==> config.mk <==
export PLATFORM = sky130hd
export DESIGN_NAME = pipeline_hazard_scheduler
export DESIGN_NICKNAME = d
export VERILOG_FILES = /design/src/rtl/hazard_pkg.sv /design/src/rtl/reg_ready_scoreboard.sv /design/src/rtl/pipeline_hazard_scheduler.sv
export SDC_FILE = /design/constraint.sdc
export NUM_CORES = 1
export LEC_CHECK = 0
export ABC_AREA = 1
export CAP_MARGIN = 20
export CORE_ASPECT_RATIO = 1.75
export CORE_MARGIN = 3
export CORE_UTILIZATION = 55
export DETAILED_ROUTE_END_ITERATION = 7
export MAX_ROUTING_LAYER = met4
export PLACE_DENSITY = 0.76
export SLEW_MARGIN = 20
export SYNTH_ARGS = -nofsm -noshare
export SYNTH_HDL_FRONTEND = slang
export SYNTH_SLANG_ARGS = --single-unit
==> constraint.sdc <==
create_clock -name Clock -period 6.3 [get_ports Clock]
set_clock_uncertainty 0.05 [all_clocks]
set_input_delay 1.89 -clock Clock [delete_from_list [all_inputs] [get_ports Clock]]
set_output_delay 1.89 -clock Clock [all_outputs]
set_load 0.05 [all_outputs]
==> src/rtl/hazard_pkg.sv <==
// Shared encodings for the ID-stage hazard scheduler: latency classes, mul FSM
// states, MIPS opcodes and default pipeline latencies.
package hazard_pkg;

  typedef enum logic [1:0] {
    CLS_ALU  = 2'b00,
    CLS_LOAD = 2'b01,
    CLS_MUL  = 2'b10,
    CLS_ALT  = 2'b11
  } lat_class_t;

  typedef enum logic {
    MUL_IDLE = 1'b0,
    MUL_BUSY = 1'b1
  } mul_state_t;

  localparam logic [5:0] OP_RTYPE    = 6'b000000;
  localparam logic [5:0] OP_SPECIAL2 = 6'b011100;
  localparam logic [5:0] OP_LW       = 6'b100011;
  localparam logic [5:0] OP_SW       = 6'b101011;

  localparam int DEF_LOAD_LAT = 1;
  localparam int DEF_MUL_LAT  = 4;
  localparam int DEF_BR_EXTRA = 1;
  localparam int DEF_CNT_W    = 3;

  // Cycles until a producer's result reaches an EX consumer; class 11 acts as ALU.
  function automatic int class_latency(input logic [1:0] cls, input int load_lat,
                                       input int mul_lat);
    case (lat_class_t'(cls))
      CLS_LOAD: return load_lat;
      CLS_MUL:  return mul_lat - 1;
      default:  return 0;
    endcase
  endfunction

endpackage

==> src/rtl/reg_ready_scoreboard.sv <==
// Per-register cycles-until-ready counters for $1..$31 with two read ports;
// $0 always reads as ready.
module reg_ready_scoreboard
  import hazard_pkg::*;
#(
  parameter int CNT_W = DEF_CNT_W
) (
  input  logic             clock,
  input  logic             reset_n,
  input  logic             load_en,
  input  logic [4:0]       load_addr,
  input  logic [CNT_W-1:0] load_val,
  input  logic [4:0]       addr_a,
  input  logic [4:0]       addr_b,
  output logic [CNT_W-1:0] cnt_a,
  output logic [CNT_W-1:0] cnt_b
);

  logic [CNT_W-1:0] cnt [1:31];

  // A fresh producer load wins over the decrement of the same register.
  always_ff @(posedge clock) begin
    if (!reset_n) begin
      for (int i = 1; i < 32; i++) cnt[i] <= '0;
    end else begin
      for (int i = 1; i < 32; i++) begin
        if (load_en && load_addr == 5'(i))
          cnt[i] <= load_val;
        else if (cnt[i] != '0)
          cnt[i] <= cnt[i] - CNT_W'(1);
      end
    end
  end

  always_comb begin
    cnt_a = '0;
    cnt_b = '0;
    if (addr_a != 5'd0) cnt_a = cnt[addr_a];
    if (addr_b != 5'd0) cnt_b = cnt[addr_b];
  end

endmodule

==> src/rtl/pipeline_hazard_scheduler.sv <==
// Scoreboard-driven stall/flush control beside the ID stage, with a busy FSM
// for the non-pipelined multiplier and a saturating stall-cycle counter.
module pipeline_hazard_scheduler
  import hazard_pkg::*;
#(
  parameter int LOAD_LAT = DEF_LOAD_LAT,
  parameter int MUL_LAT  = DEF_MUL_LAT,
  parameter int BR_EXTRA = DEF_BR_EXTRA,
  parameter int CNT_W    = DEF_CNT_W
) (
  input  logic        Clock,
  input  logic        Reset,
  input  logic        ID_valid,
  input  logic [4:0]  ID_rs,
  input  logic [4:0]  ID_rt,
  input  logic        ID_uses_rs,
  input  logic        ID_uses_rt,
  input  logic        ID_is_branch,
  input  logic        ID_writes,
  input  logic [4:0]  ID_rdest,
  input  logic [1:0]  ID_class,
  input  logic        Branch_taken,
  output logic        Stall_PC,
  output logic        Stall_ID,
  output logic        Bubble_ID_EX,
  output logic        Flush_IF_ID,
  output logic        Issue,
  output logic        Mul_busy,
  output logic [31:0] Stall_count
);

  logic [CNT_W-1:0] cnt_rs, cnt_rt, thr, load_val, mul_cnt, mul_cnt_next;
  logic             raw_haz, struct_haz, stall, issue_int, load_en;
  mul_state_t       state, state_next;
  lat_class_t       cls;

  assign cls = lat_class_t'(ID_class);

  // Branches compare in ID, so they need one extra cycle of readiness margin.
  assign thr        = ID_is_branch ? '0 : CNT_W'(BR_EXTRA);
  assign raw_haz    = ID_valid &&
                      ((ID_uses_rs && ID_rs != 5'd0 && cnt_rs > thr) ||
                       (ID_uses_rt && ID_rt != 5'd0 && cnt_rt > thr));
  assign struct_haz = ID_valid && cls == CLS_MUL && state == MUL_BUSY;
  assign stall      = raw_haz || struct_haz;
  assign issue_int  = ID_valid && !stall;

  assign Stall_PC     = Reset && stall;
  assign Stall_ID     = Reset && stall;
  assign Bubble_ID_EX = Reset && stall;
  assign Issue        = Reset && issue_int;
  assign Flush_IF_ID  = Reset && issue_int && ID_is_branch && Branch_taken;
  assign Mul_busy     = state == MUL_BUSY;

  assign load_en  = issue_int && ID_writes && ID_rdest != 5'd0;
  assign load_val = CNT_W'(class_latency(ID_class, LOAD_LAT, MUL_LAT) + BR_EXTRA);

  reg_ready_scoreboard #(.CNT_W(CNT_W)) u_scoreboard (
    .clock    (Clock),
    .reset_n  (Reset),
    .load_en  (load_en),
    .load_addr(ID_rdest),
    .load_val (load_val),
    .addr_a   (ID_rs),
    .addr_b   (ID_rt),
    .cnt_a    (cnt_rs),
    .cnt_b    (cnt_rt)
  );

  always_ff @(posedge Clock) begin
    if (!Reset) begin
      state   <= MUL_IDLE;
      mul_cnt <= '0;
    end else begin
      state   <= state_next;
      mul_cnt <= mul_cnt_next;
    end
  end

  // Busy covers exactly MUL_LAT-1 cycles after the issuing cycle.
  always_comb begin
    state_next   = state;
    mul_cnt_next = mul_cnt;
    case (state)
      MUL_IDLE: begin
        if (issue_int && cls == CLS_MUL && MUL_LAT > 1) begin
          state_next   = MUL_BUSY;
          mul_cnt_next = CNT_W'(MUL_LAT - 1);
        end
      end
      MUL_BUSY: begin
        mul_cnt_next = mul_cnt - CNT_W'(1);
        if (mul_cnt <= CNT_W'(1)) begin
          state_next   = MUL_IDLE;
          mul_cnt_next = '0;
        end
      end
      default: begin
        state_next   = MUL_IDLE;
        mul_cnt_next = '0;
      end
    endcase
  end

  always_ff @(posedge Clock) begin
    if (!Reset)
      Stall_count <= '0;
    else if (stall && Stall_count != 32'hFFFF_FFFF)
      Stall_count <= Stall_count + 32'd1;
  end

endmodule
==> flow_summary.json, run 1 <==
{
  "maxCapViolCount": 0,
  "use_met2_pct": 57.2,
  "cp.arrival_ps": 4310,
  "io_buffers": 62,
  "cts_hold_buf": 0,
  "hold_class": "flop to flop",
  "slew_headroom_pct": 26.5,
  "dieArea_sq_mm": 0.0203,
  "grt_use_met1_pct": 33.7,
  "ys_seq_area_share_pct": 34.4,
  "rrSetupSlack_ps": 2330,
  "nFillCells": 1542,
  "finalWeightedCongestion": 1.01,
  "dpl_cell_area_sq_mm": 0.0114,
  "num_antenna_cells": 0,
  "clock-sinks": 129,
  "grt_max_degree": 60,
  "area_growth_pct": 18.7,
  "start_util_pct": 56.2,
  "reg2reg_to": "u_scoreboard.cnt[14][0]$_DFFE_PP_",
  "rr_worst_depth": 21,
  "nets": 1566,
  "grtUsageTotal_pct": 33.2,
  "r2r_start": "u_scoreboard.cnt[7][0]$_DFFE_PP_",
  "rsz0062_at_grt": "true",
  "antenna_left": 0,
  "register_area_sq_mm": 0.00351,
  "cts_made_buffers": 17,
  "finalHoldViolations": 0,
  "grt-busiest-layer": "met2",
  "layout-drive-gt1-share_pct": 11.6,
  "multiInputGateArea_sq_mm": 0.00583,
  "avgSynthCellArea_sq_um": 7.38,
  "cts_buffer_depth": 2,
  "holdPathEnd": "Stall_count[31]$_SDFFE_PN0P_",
  "io_pins": 63,
  "cp_max_fo": 20,
  "synthCells": 1382,
  "syn_area_sq_mm": 0.0102,
  "setup_violations": 0,
  "die_x_microns": 109,
  "cts_tree": "done",
  "grt_pass1_vias": 10000,
  "critPathCaptureType": "output port",
  "dp_hpwl_microns": 23400,
  "ir_drop_uv": 190,
  "min_path_cells": 2,
  "required_ps": 4360,
  "period_minus_slack_ps": 6250,
  "worstHoldStart": "Stall_count[31]$_SDFFE_PN0P_",
  "startpoint_type": "input pin",
  "synth_edf_count": 93,
  "mostFrequentLayoutCells": "nand2_1, inv_1, nand3_1",
  "die_h_microns": 186,
  "drc_errors": 0,
  "cts_root_buffer": "clkbuf_16",
  "clk_pin_slew_worst_paths_ps": 60,
  "wl_per_cell_microns": 18.6,
  "via_per_inst": 5.88,
  "wirelength_microns": 31900,
  "met3_usage_pct": 4.56,
  "clkLatencyLatePin_ps": 420,
  "tightest_slew_ps": 1100,
  "leakagePower_nw": 5.02,
  "fin_area_sq_mm": 0.0121,
  "async_reset_ff_share_pct": 0,
  "via_count": 10100,
  "core_area_sq_mm": 0.0181,
  "ys_types": 36,
  "grt_pass1_wl_microns": 50100,
  "htreeDepth": 4,
  "status": "finished clean",
  "first_pass_iters": 6,
  "std_cell_rows": 65,
  "drv_slew": 0,
  "ys.warnings.count": 0,
  "synth-seq-cells": 129,
  "whs_ps": 449,
  "worstSetupPathType": "input pin to output port",
  "power.density_mw_per_mm2": 331,
  "antenna_found_initial": 0,
  "ys.flop_type": "edfxtp_1",
  "final_common_cell": "nand2_1",
  "finalCritPeriodShare_pct": 99.2,
  "drtIter0Drc": 926,
  "syn_nets": 1477,
  "overflow": 0,
  "clock.fmax_mhz": 160
}
## Yosys cell counts (all sizes together) (3+ instances only)
| cell type | count | area share (%) |
|---|---|---|
| o21ai | 111 | 5.4 |
| clkbuf | 28 | 1.0 |
| nor4 | 6 | 0.43 |
| nor2 | 122 | 5.1 |
| edfxtp | 93 | 27 |
| nor3b | 3 | 0.22 |
| nor3 | 17 | 0.83 |
| buf | 35 | 2.0 |
| dfxtp | 36 | 7.1 |
| xor2 | 40 | 3.4 |
| ha | 70 | 8.6 |
| nand3 | 140 | 7.4 |
| xnor2 | 20 | 1.7 |
| a21oi | 73 | 3.6 |
| inv | 161 | 5.9 |
| nand2 | 338 | 12 |
| nand4 | 82 | 6.8 |
## layer usage
layer / vias to the layer above / share of wire [%]
met1: 4653 / 35
met4: 0 / 8.8
met3: 170 / 5.6
li1: 4814 / -
met2: 471 / 50
met5: - / 0
## how the worst max path moves through the flow
stage | endpoint | start
2_1_floorplan | Flush_IF_ID | ID_rs[0]
3_3_place_gp | Stall_ID | ID_rs[0]
3_5_place_dp | Stall_ID | ID_rs[0]
4_1_cts | Stall_ID | ID_rt[1]
5_1_grt | Flush_IF_ID | ID_rs[0]
6_report | Stall_ID | ID_rt[0]
## kinds of logic after synthesis
| logic type | synth area share [%] |
|---|---|
| xor+xnor | 5.15 |
| flops | 34.4 |
| buf+inv | 9.00 |
| fa+ha+maj | 8.59 |
| simple gates | 33.5 |
| compound gates | 9.34 |
## worst max-delay path, cell delays in order
cell and delay (ps):
buf_4 110, clkinvlp_4 90, buf_12 150, o21ai_0 170
a21oi_1 60, o21ai_0 160, nand3_1 120, nand3_1 90
o211ai_1 80, ha_1 290, or2_2 290, nand2_1 70
nor2_1 40, nand2_1 70, nand2_2 60, nand3_4 120
nand2_4 80, nor2_4 190, buf_12 170
## where the power goes
group | switching, mW | total (mW) | internal (mW) | leakage [nW]
clock network | 0.362 | 0.957 | 0.595 | 0.281
logic | 0.999 | 1.58 | 0.581 | 3.44
registers | 0.192 | 1.47 | 1.28 | 1.30
total | 1.55 | 4.01 | 2.45 | 5.02
## area by class of cell
| cell class | instances | share of cell area (%) |
|---|---|---|
| clock buffer | 29 | 4.58 |
| clock inverter | 3 | 0.134 |
| inverter | 161 | 5.06 |
| multi-input combinational | 1029 | 48.2 |
| sequential | 129 | 29.0 |
| tap | 234 | 2.42 |
| timing repair buffer | 133 | 10.6 |
## per-stage QoR
step / utilization (%) / total power, mW / setup slack [ps] / std cells / setup TNS (ps)
6_report: 66.8 / 4.01 / 48.1 / 1718 / 0
5_1_grt: 66.8 / 4.29 / -147 / 1718 / -655
4_1_cts: 66.5 / 3.98 / 9.26 / 1715 / 0
3_5_place_dp: 62.7 / 2.99 / -602 / 1676 / -2960
3_3_place_gp: 62.7 / 2.94 / -588 / 1676 / -2860
2_1_floorplan: - / 2.54 / 0.954 / 1382 / 0
## flip-flops by register name, summed over array words and instances, names as in the netlist
register / flops
u_scoreboard.cnt: 93
Mul_busy: 1
Stall_count: 32
mul_cnt: 3
## repair_timing
action,CTS,global route
gates cloned,1,1
pin swaps,4,7
buffers inserted,7,2
endpoints found under the setup margin,5,5
gates resized for setup,38,20
Note: power is estimated with default switching activity, not from simulation.
==> inputs of run 2 (changes only) <==
GPL_TIMING_DRIVEN = 0   (was not set)
==> run 2 against run 1 <==
  * The run now ends with negative setup slack left
  * Combinational power rose by 3%
  * Count of clock-buffer cells in the layout fell by 7
  * Wire length rose by 16%
  * Via count rose by 4.1%
  * Cell count rose by 0.41%
  * Sequential power barely moved
  * Non-clock buffer count rose by 7
  * Register-to-register slack improved by 610 ps
  * Critical path type unchanged
==> flow_summary.json, run 2 (synthesis gave the netlist of run 1 again) <==
{
  "status": "finished with violations",
  "violations": "negative setup slack",
  "crit_path_end": "Stall_ID",
  "drtIter0Drc": 1004,
  "rsz0062_at_grt": "true",
  "maxCapViolCount": 0,
  "cp.arrival_ps": 4430,
  "grt_pass1_vias": 10500,
  "worstSetupPathType": "input pin to output port",
  "num_antenna_cells": 0,
  "dp_slack_ps": -1960,
  "slew_headroom_pct": 22.4,
  "mostFrequentLayoutCells": "nand2_1, inv_1, nand3_1",
  "wirelength_microns": 37100,
  "finalWeightedCongestion": 1.04,
  "layout-drive-gt1-share_pct": 11.5,
  "overflow": 0,
  "tightest_slew_ps": 1150,
  "period_minus_slack_ps": 6370,
  "p_total_mw": 4.07,
  "whs_ps": 459,
  "rrSetupSlack_ps": 2940,
  "clkLatencyLatePin_ps": 440,
  "final_util_pct": 67.4,
  "reg2reg_to": "u_scoreboard.cnt[23][1]$_DFFE_PP_",
  "placedCellCount": 1675,
  "antenna_left": 0,
  "io_pins": 63,
  "dp_hpwl_microns": 27200,
  "r2r_start": "u_scoreboard.cnt[5][0]$_DFFE_PP_",
  "dpl_cell_area_sq_mm": 0.0111,
  "nets": 1573,
  "ir_drop_uv": 201,
  "grt_max_degree": 17,
  "fin_area_sq_mm": 0.0122,
  "drc_errors": 0,
  "dieArea_sq_mm": 0.0203,
  "final_common_cell": "nand2_1",
  "critPathCaptureType": "output port",
  "layoutNonFillerInstCount": 1725,
  "area_growth_pct": 19.8,
  "setup_slack_ps": -74.5,
  "required_ps": 4360,
  "drv_slew": 0,
  "cp_max_fo": 6,
  "cts_made_buffers": 17,
  "setup_violations": 5,
  "rr_worst_depth": 20,
  "wl_per_cell_microns": 21.5,
  "hold_class": "flop to flop",
  "grt_pass1_wl_microns": 55800,
  "cts_hold_buf": 0,
  "fin_tns_setup_ps": -295,
  "clk_pin_slew_worst_paths_ps": 70,
  "io_buffers": 59,
  "clock-sinks": 129,
  "largest_register_ffs": 93,
  "regMostFlops": "u_scoreboard.cnt",
  "grtUsageTotal_pct": 38.2,
  "die_h_microns": 186,
  "std_cell_rows": 65,
  "antenna_found_initial": 0,
  "setup.worst_path.start": "ID_rt[0]",
  "cts_root_buffer": "clkbuf_16",
  "first_pass_iters": 6,
  "cts_buffer_depth": 2,
  "top_regs": "u_scoreboard.cnt x93, Stall_count x32, mul_cnt x3",
  "core_area_sq_mm": 0.0181,
  "power.density_mw_per_mm2": 333,
  "clock.fmax_mhz": 157,
  "finalHoldViolations": 0,
  "die_x_microns": 109,
  "via_count": 10500,
  "cts_tree": "done",
  "finalCritPeriodShare_pct": 101,
  "via_per_inst": 6.10,
  "startpoint_type": "input pin",
  "start_util_pct": 56.2,
  "htreeDepth": 4,
  "leakagePower_nw": 5.00
}
==> run 2: cell count changes in the layout (fill, tap and decap cells not counted), sizes merged <==
| cell | previous run | this run |
|---|---|---|
| clkbuf | 29 | 50 |
| buf | 81 | 62 |
| clkinv | 2 | 5 |
| inv | 161 | 164 |
| bufbuf | 1 | 0 |
| clkinvlp | 1 | 2 |
| dlygate4sd2 | 2 | 1 |
==> run 2: metal layers <==
layer | vias up | wire, microns | part of all wire (%) | track usage, %
met4 | 0 | 3840 | 10 | 35.0
li1 | 4841 | - | - | -
met5 | - | 0 | 0 | -
met3 | 251 | 2810 | 7.6 | 7.39
met2 | 605 | 18800 | 51 | 65.1
met1 | 4824 | 11700 | 32 | 35.3
==> run 2: worst min-delay path by stage <==
stage	startpoint	slack, ps	endpoint	depth (start not counted)
3_3_place_gp	Stall_count[31]$_SDFFE_PN0P_	440	Stall_count[31]$_SDFFE_PN0P_	2
5_1_grt	Stall_count[31]$_SDFFE_PN0P_	490	Stall_count[31]$_SDFFE_PN0P_	2
4_1_cts	Stall_count[28]$_SDFFE_PN0P_	450	Stall_count[28]$_SDFFE_PN0P_	2
3_5_place_dp	Stall_count[28]$_SDFFE_PN0P_	440	Stall_count[28]$_SDFFE_PN0P_	2
6_report	Stall_count[28]$_SDFFE_PN0P_	460	Stall_count[28]$_SDFFE_PN0P_	2
2_1_floorplan	mul_cnt[2]$_SDFFE_PN0P_	430	mul_cnt[2]$_SDFFE_PN0P_	2
==> run 2: where the power goes <==
part           internal (mW)  total [mW]  leakage, nW  switching, mW
registers               1.28        1.46         1.30          0.179
logic                  0.592        1.63         3.40           1.04
clock network          0.573       0.982        0.290          0.410
total                   2.44        4.07         5.00           1.63
==> run 2: final cells by class <==
class / count / area (sq um)
Multi-Input combinational cell: 1029 / 5960
Fill cell: 1610 / 5910
Sequential cell: 129 / 3510
Timing Repair Buffer: 77 / 766
Inverter: 161 / 617
Clock buffer: 22 / 507
Buffer: 63 / 505
Tap cell: 234 / 293
Clock inverter: 10 / 67.6
==> run 2: timing repair <==
item                       in CTS  in global routing
setup endpoints to repair       5                  5
cloned                          3                  0
gates resized for setup       139                 42
setup buffers                  13                  2
pin swaps                      22                 22
hold endpoints to repair        0                  0
==> run 2: critical path, stage by stage <==
cell and delay [ps]:
buf_12 110, clkinvlp_4 150, buf_8 160, clkbuf_16 180
a21oi_4 70, a221oi_4 260, o21ai_1 110, o211ai_1 170
ha_1 250, or2_4 230, nand2_2 50, nor2_1 40
nand2_1 60, nand2_2 70, nand3_4 140, nand2_4 70
nor2_4 150, buf_6 120, buf_8 130
==> inputs of run 3 (changes only) <==
CORE_MARGIN = 5   (was 3)
PLACE_DENSITY = not set   (was 0.76)
PLACE_DENSITY_LB_ADDON = 0.12   (was not set)
==> run 3 against run 2 <==
  * Largest cell class unchanged
  * Die area up 5.9%
  * Largest power group unchanged
  * Maximum frequency hardly changed
  * Critical path depth is the same
  * Count of clock-buffer cells in the layout up 1
  * The flow still finishes with violations (negative setup slack)
  * Sequential power is essentially flat
  * Via count is 1.0% lower
  * Sequential share of layout area down 0.14 points
  * Worst hold slack worse by 12 ps
  * Non-clock buffer count rose by 2
  * Clock power rose by 2%
  * Highest routed layer unchanged
==> flow_summary.json, run 3 (synthesis gave the netlist of run 1 again) <==
{
  "whs_ps": 447,
  "layout-drive-gt1-share_pct": 11.8,
  "grt_pass1_vias": 10500,
  "io_buffers": 59,
  "htreeDepth": 4,
  "final_util_pct": 66.7,
  "antenna_left": 0,
  "cts_root_buffer": "clkbuf_16",
  "rrSetupSlack_ps": 2750,
  "nets": 1575,
  "via_count": 10400,
  "first_pass_iters": 5,
  "cp_max_fo": 6,
  "grt_use_met1_pct": 32.9,
  "rr_worst_depth": 21,
  "largest_register_ffs": 93,
  "drc_errors": 0,
  "cts_tree": "done",
  "cp_slowest_cell": "a221oi_4",
  "wl_per_cell_microns": 20.8,
  "grt-busiest-layer": "met2",
  "clock-sinks": 129,
  "crit_family": "buffers and inverters",
  "period_minus_slack_ps": 6380,
  "worstSetupPathType": "input pin to output port",
  "start_util_pct": 55.4,
  "clock.fmax_mhz": 157,
  "die_h_microns": 190,
  "area_growth_pct": 20.4,
  "cpPeakStageDelay_ps": 280,
  "core_area_sq_mm": 0.0184,
  "clk_pin_slew_worst_paths_ps": 70,
  "rsz0062_at_grt": "true",
  "grtUsageTotal_pct": 34.7,
  "r2r_start": "u_scoreboard.cnt[5][0]$_DFFE_PP_",
  "wirelength_microns": 36000,
  "status": "finished with violations",
  "mostFrequentLayoutCells": "nand2_1, inv_1, nand3_1",
  "reg2reg_to": "u_scoreboard.cnt[25][0]$_DFFE_PP_",
  "startpoint_type": "input pin",
  "finalCritPeriodShare_pct": 101,
  "final_common_cell": "nand2_1",
  "ir_drop_uv": 211,
  "clkLatencyLatePin_ps": 430,
  "std_cell_rows": 66,
  "critPathCaptureType": "output port",
  "setup_slack_ps": -77.0,
  "cp.arrival_ps": 4440,
  "grt_pass1_wl_microns": 55300,
  "io_pins": 63,
  "leakagePower_nw": 5.02,
  "cts_hold_buf": 0,
  "die_x_microns": 113,
  "min_path_cells": 2,
  "drv_slew": 0,
  "finalHoldViolations": 0,
  "worstHoldStart": "Stall_count[31]$_SDFFE_PN0P_",
  "via_per_inst": 6.02,
  "dp_hpwl_microns": 26400,
  "maxCapViolCount": 0,
  "hold_class": "flop to flop",
  "slew_headroom_pct": 39.5,
  "violations": "negative setup slack",
  "holdPathEnd": "Stall_count[31]$_SDFFE_PN0P_",
  "grt_max_degree": 17,
  "cts_buffer_depth": 2,
  "regMostFlops": "u_scoreboard.cnt",
  "crit_path_cell_trace": "buf_12 -> clkinvlp_4 -> buf_8 -> clkbuf_16 -> a21oi_4 -> a221oi_4 -> o21ai_1 -> o211ai_1 -> ha_1 -> or2_4 -> nand2_2 -> nor2_2 -> nand2_1 -> nand2_2 -> nand3_4 -> nand2_4 -> nor2_4 -> buf_6 -> buf_8",
  "met3_usage_pct": 5.98,
  "finalWeightedCongestion": 1.07,
  "use_met2_pct": 59.2,
  "setup_violations": 4,
  "tightest_slew_ps": 908,
  "nFillCells": 1620,
  "num_antenna_cells": 0,
  "dieArea_sq_mm": 0.0215,
  "required_ps": 4360,
  "power.density_mw_per_mm2": 332,
  "drtIter0Drc": 1016,
  "antenna_found_initial": 0,
  "cp_num_buf_inv": 6,
  "cts_made_buffers": 17,
  "top_regs": "u_scoreboard.cnt x93, Stall_count x32, mul_cnt x3",
  "overflow": 0
}
-- run 3: cell types whose count changed in the layout (fill, tap and decap cells not counted), sizes merged --
cell,before,now
dlymetal6s2s,0,1
clkinv,5,6
dlygate4sd2,1,0
buf,62,65
inv,164,162
-- run 3: worst max path at each step --
stage / start / endpoint / slack, ps / cells after the start
floorplan: ID_rs[0] / Flush_IF_ID / 1 / 20
global placement: ID_rt[0] / Flush_IF_ID / -1920 / 20
detailed placement: ID_rt[0] / Flush_IF_ID / -1880 / 22
CTS: ID_rt[0] / Stall_ID / -80 / 19
global route: ID_rt[1] / Flush_IF_ID / -170 / 23
finish: ID_rt[0] / Stall_ID / -80 / 19
-- run 3: power by group --
group,leakage [nW],total (mW),switching [mW],internal (mW)
clock,0.300,0.999,0.401,0.597
combinational,3.42,1.63,1.03,0.600
sequential,1.30,1.45,0.173,1.28
-- run 3: final cells by class --
cell class | instances | area (sq um) | area share [%]
Sequential cell | 129 | 3510 | 28.6
Buffer | 60 | 454 | 3.70
Timing Repair Buffer | 82 | 827 | 6.73
Tap cell | 238 | 298 | 2.42
Inverter | 161 | 624 | 5.08
Multi-Input combinational cell | 1029 | 5970 | 48.6
Clock inverter | 9 | 65.1 | 0.530
Clock buffer | 23 | 532 | 4.33
-- run 3: what timing repair did --
| action | in CTS | in global routing |
|---|---|---|
| gates resized for setup | 141 | 49 |
| endpoints found under the setup margin | 5 | 5 |
| pin swaps | 24 | 29 |
| gates cloned | 2 | 0 |
| setup buffers | 20 | 1 |
-- run 3: worst min-delay path, delay by kind of cell, from the launching register on --
kind,cells,cell delay [ps]
compound gates,1,50
flops,1,330
simple gates,1,70
-- run 3: stage by stage --
stage | TNS, ps | instance area (sq um) | setup WS [ps] | total power [mW] | instances
2_1_floorplan | 0 | 10200 | 0.954 | 2.54 | 1382
3_3_place_gp | -9480 | 11100 | -1920 | 2.90 | 1679
3_5_place_dp | -9190 | 11100 | -1880 | 2.94 | 1679
4_1_cts | -342 | 12200 | -75.7 | 4.01 | 1733
5_1_grt | -707 | 12300 | -174 | 4.34 | 1731
6_report | -262 | 12300 | -77.0 | 4.08 | 1731
-- run 3: metal layers --
layer  part of all wire (%)  wire, microns
met5                      0              0
met2                     50          18100
met4                     10           3620
met3                    6.5           2340
met1                     33          12000
